File: config.mk
export PLATFORM = sky130hd
export DESIGN_NAME = floppy_input_conditioner
export DESIGN_NICKNAME = d
export VERILOG_FILES = /design/src/rtl/floppy_input_conditioner.sv
export SDC_FILE = /design/constraint.sdc
export NUM_CORES = 1
export LEC_CHECK = 0
export ABC_AREA = 1
export CAP_MARGIN = 5
export CORE_MARGIN = 2
export CORE_UTILIZATION = 40
export CTS_CLUSTER_DIAMETER = 100
export CTS_CLUSTER_SIZE = 30
export DETAILED_ROUTE_END_ITERATION = 10
export PLACE_DENSITY = 0.79
export SLEW_MARGIN = 15
export SYNTH_ARGS = -nofsm -noshare
export SYNTH_HDL_FRONTEND = slang
export SYNTH_SLANG_ARGS = --single-unit
File: constraint.sdc
create_clock -name clk -period 2.2 [get_ports clk]
set_input_delay 0.44 -clock clk [delete_from_list [all_inputs] [get_ports clk]]
set_output_delay 0.44 -clock clk [all_outputs]
set_load 0.01 [all_outputs]
File: src/rtl/floppy_input_conditioner.sv
// N-channel conditioner for floppy drive status lines: sync, optional invert, glitch filter, strobes.
// Define FLOPPY_INDEX_PERIOD_EN to build the index-period meter on channel INDEX_CH.
module floppy_input_conditioner #(
   parameter int                NUM_CH      = 6,
   parameter int                FILTER_LEN  = 4,
   parameter int                CNT_W       = 3,
   parameter logic [NUM_CH-1:0] INVERT_MASK = '0,
   parameter int                INDEX_CH    = 4,
   parameter int                PERIOD_W    = 32
) (
   input  logic                clk,
   input  logic                rst_n,
   input  logic [NUM_CH-1:0]   raw_in,
   output logic [NUM_CH-1:0]   filt_out,
   output logic [NUM_CH-1:0]   rise_stb,
   output logic [NUM_CH-1:0]   fall_stb,
   output logic [NUM_CH-1:0]   glitch_stb,
   output logic [PERIOD_W-1:0] index_period,
   output logic                period_valid,
   output logic                period_ovf
);

   logic [NUM_CH-1:0] sync1, sync2, s;
   logic [NUM_CH-1:0] accept, abandon;
   logic [CNT_W-1:0]  cnt [NUM_CH];

   // Sync flops reset to the inactive level so inverted channels see no event on release.
   always_ff @(posedge clk or negedge rst_n) begin
      if (!rst_n) begin
         sync1 <= INVERT_MASK;
         sync2 <= INVERT_MASK;
      end else begin
         // NOTE: non-blocking so sync2 takes the old sync1, giving two real flop stages.
         sync1 <= raw_in;
         sync2 <= sync1;
      end
   end

   assign s = sync2 ^ INVERT_MASK;

   always_comb begin
      accept  = '0;
      abandon = '0;
      for (int i = 0; i < NUM_CH; i++) begin
         accept[i]  = (s[i] != filt_out[i]) && (cnt[i] == CNT_W'(FILTER_LEN - 1));
         abandon[i] = (s[i] == filt_out[i]) && (cnt[i] != '0);
      end
   end

   always_ff @(posedge clk or negedge rst_n) begin
      if (!rst_n) begin
         filt_out   <= '0;
         rise_stb   <= '0;
         fall_stb   <= '0;
         glitch_stb <= '0;
         // NOTE: these counters are per-channel state, not storage, so they must reset.
         for (int i = 0; i < NUM_CH; i++) cnt[i] <= '0;
      end else begin
         rise_stb   <= accept & s;
         fall_stb   <= accept & ~s;
         glitch_stb <= abandon;
         for (int i = 0; i < NUM_CH; i++) begin
            if (accept[i]) begin
               filt_out[i] <= s[i];
               cnt[i]      <= '0;
            end else if (s[i] != filt_out[i]) begin
               cnt[i] <= cnt[i] + CNT_W'(1);
            end else begin
               cnt[i] <= '0;
            end
         end
      end
   end

`ifdef FLOPPY_INDEX_PERIOD_EN
   logic                index_rise;
   logic                armed;
   logic [PERIOD_W-1:0] per_cnt;

   // Same edge on which filt_out[INDEX_CH] rises, so the period is the exact strobe distance.
   assign index_rise = accept[INDEX_CH] & s[INDEX_CH];

   always_ff @(posedge clk or negedge rst_n) begin
      if (!rst_n) begin
         armed        <= 1'b0;
         per_cnt      <= '0;
         index_period <= '0;
         period_valid <= 1'b0;
         period_ovf   <= 1'b0;
      end else begin
         period_valid <= 1'b0;
         if (index_rise) begin
            if (armed) begin
               index_period <= per_cnt;
               period_ovf   <= &per_cnt;
               period_valid <= 1'b1;
            end
            armed   <= 1'b1;
            per_cnt <= PERIOD_W'(1);
         end else if (armed && !(&per_cnt)) begin
            per_cnt <= per_cnt + PERIOD_W'(1);
         end
      end
   end
`else
   assign index_period = '0;
   assign period_valid = 1'b0;
   assign period_ovf   = 1'b0;
`endif

endmodule

==> impl_metrics.env <==
export IMPL_totalWireLength_mm=3.365
export IMPL_outcome="complete, no violations"
export IMPL_power_switching_uw=1030
export IMPL_critical_path_top_delay_family="buffers and inverters"
export IMPL_post_place_ws_ns=0.8280
export IMPL_final_period_utilization=0.7749
export IMPL_worst_hold_slack_ns=0.07478
export IMPL_antenna_found_initial=0
export IMPL_grt_pass1_vias=1389
export IMPL_synth_xor_area_frac=0
export IMPL_critPathMaxStageDelay_ns=0.55
export IMPL_path_depth=1
export IMPL_synth_top_family_by_area="simple AND/OR/NAND/NOR gates"
export IMPL_max_cap_violations=0
export IMPL_cp_max_fo=4
export IMPL_finalSetupViolCount=0
export IMPL_synth_seq_cells=54
export IMPL_wire_per_inst_um=9.046
export IMPL_p_leak_uw=0.001491
export IMPL_syn_area_per_cell_um2=9.537
export IMPL_ios=66
export IMPL_initialDrtViolationCount=101
export IMPL_rsz0062_at_grt="false"
export IMPL_dp_hpwl_mm=2.636
export IMPL_tns_ns=0
export IMPL_drt_pass1_iter_count=4
export IMPL_max_freq_mhz=586.6
export IMPL_cts_max_level=2
export IMPL_finalHoldViolCount=0
export IMPL_cp_start_kind="flop"
export IMPL_yosysTopAreaCell="dfrtp_1"
export IMPL_finalClockSkew_ns=0.007184
export IMPL_clkPwrFrac=0.211
export IMPL_netlist_area_leader_share=0.5513
export IMPL_path_cells="clkdlybuf4s50_1"
export IMPL_syn_cell_area_um2=2451
export IMPL_cp_num_buf_inv=1
export IMPL_ir_worst_vdd_v=0.0005034
export IMPL_min_path_type="input pin to async pin"
export IMPL_die_height_um=82.28
export IMPL_power_density_nw_per_um2=1081
export IMPL_clock_path_buffers=2
export IMPL_cp_required_ns=1.76
export IMPL_final_nets=322
export IMPL_synth_simple_area_share=0.1746
export IMPL_internal_power_uw=2062
export IMPL_dr_total_vias=1514
export IMPL_grt_max_degree=26
export IMPL_reg2regPathDepth=4
export IMPL_cts_setup_buffers=0
export IMPL_crit_slowest_cell="clkdlybuf4s50_1"
export IMPL_regArea_um2=1351
export IMPL_cts_made_buffers=5
export IMPL_cts_resized=0
export IMPL_n_fill_cell=542
export IMPL_hold_buffers=0
export IMPL_finalMaxSlewViolations=0
export IMPL_pwr_share_comb=0.344
export IMPL_synthDistinctLibCells=12
export IMPL_setup_ws_ns=0.4953
export IMPL_synth_area_leaders="dfrtp_1 (55%), buf_4 (10%), ha_1 (9.2%)"
export IMPL_die_x_um=82.28
export IMPL_clockRootBuffer="clkbuf_8"
export IMPL_syn2layout_area_growth_pct=16.69
export IMPL_syn_inst=257
export IMPL_vias_per_cell=4.070
export IMPL_clock_latency_ns=0.30
export IMPL_dieArea_um2=6770
export IMPL_multiInputGateArea_um2=810.8
export IMPL_drcViolationCount=0
export IMPL_yosysSeqAreaShare=0.5513
export IMPL_yosysWarnings=0
export IMPL_num_antenna_cells=0
export IMPL_netSwitchingFraction=0.3331
export IMPL_seq_power_share=0.445
export IMPL_end_kind="output pin"
export IMPL_synthAdderAreaFrac=0.09188
export IMPL_critPathKind="flop to output pin"
export IMPL_synthMuxAreaShare=0
export IMPL_fp_row_count=28
export IMPL_initial_core_util=0.4140
export IMPL_grt_usage=0.1144
export IMPL_core_um2=5921
export IMPL_path_clk_slew_ns=0.10
export IMPL_ant_nets=0
export IMPL_synth_compound_area_frac=0.01225
export IMPL_min_period_ns=1.705
export IMPL_grt_pass1_wl_mm=5.747
export IMPL_drive_above_1_share=0.09764
export IMPL_routabilityCongestion=0.7325
export IMPL_portBuffers=31
export IMPL_cts_tree="built"
export IMPL_clock_sinks=54
export IMPL_cp_arrival_ns=1.26
export IMPL_grt_overflow_total=0
-- area by class of cell --
class	instances	area share
multi-input combinational	160	0.2835
clock inverter	3	0.01575
clock buffer	5	0.02406
timing repair buffer	33	0.1164
inverter	42	0.05512
tap	75	0.03281
sequential	54	0.4724
-- cell families (layout without fill, tap and decap cells) --
group                    Yosys count  after routing
AO/OA/AOI/OAI                      6              6
adder cells (fa/ha/maj)           18             18
buffers and inverters             76             83
flip-flops                        54             54
other                              1             34
AND/OR/NAND/NOR                  102            102
-- Yosys cell counts (all sizes together) --
master	instances
buf	34
conb	1
dfrtp	54
ha	18
inv	42
nand2	54
nor2	42
o21ai	6
or2	6
-- metal layers --
metal / up-vias / track usage / wire (um)
met2: 44 / 0.2024 / 1744
li1: 762 / - / -
met4: 0 / 0.06500 / 89
met3: 6 / 0.02935 / 189
met5: - / 0 / 0
met1: 702 / 0.1232 / 1342
-- flip-flops by register name, indices dropped and copies added, names as in the netlist --
register / count
cnt: 18
fall_stb: 6
filt_out: 6
glitch_stb: 6
rise_stb: 6
s: 6
sync1: 6
-- layout by cell type (no fill, tap or decap) --
cell             netlist  routed
ha_1                  18      18
conb_1                 1      34
nor2_1                42      42
or2_0                  5       5
inv_2                  6       6
buf_12                 0       1
nand2_1               42      42
o21ai_0                6       6
buf_2                  0       1
clkbuf_8               0       5
buf_4                 34       1
dfrtp_1               54      54
bufinv_16              0       1
nand2_2               12      12
clkinvlp_4             0       2
or2_1                  1       1
inv_1                 36      36
clkdlybuf4s50_1        0      30
-- per-stage QoR --
| step | instances | total power (uW) | utilization | area [um^2] |
|---|---|---|---|---|
| 3_3_place_gp | 364 | 2419 | 0.4639 | 2746 |
| 5_1_grt | 372 | 3396 | 0.4831 | 2860 |
| 3_5_place_dp | 364 | 2481 | 0.4639 | 2746 |
| 2_1_floorplan | 290 | 2115 | - | 2575 |
| 6_report | 372 | 3092 | 0.4831 | 2860 |
| 4_1_cts | 372 | 3152 | 0.4831 | 2860 |
-- final timing paths --
path	slack [ns]	endpoint	start
worst max-delay path	0.50	filt_out[3]	filt_out[3]
worst max register to register	0.96	cnt[8]	cnt[6]
min in group clk	0.35	s[5]	sync1[5]
worst min register to register	0.35	s[5]	sync1[5]
max in group asynchronous	1.60	cnt[12]	rst_n
worst min-delay path	0.07	filt_out[3]	rst_n
-- power by group through the flow --
| stage | sequential, uW | clock, uW | combinational (uW) |
|---|---|---|---|
| after floorplan | 1430 | 0 | 683 |
| after global placement | 1380 | 0 | 1040 |
| after detailed placement | 1400 | 0 | 1080 |
| after CTS | 1380 | 684 | 1090 |
| after global routing | 1410 | 720 | 1270 |
| final | 1380 | 651 | 1060 |
(Power assumes the default switching activity.)
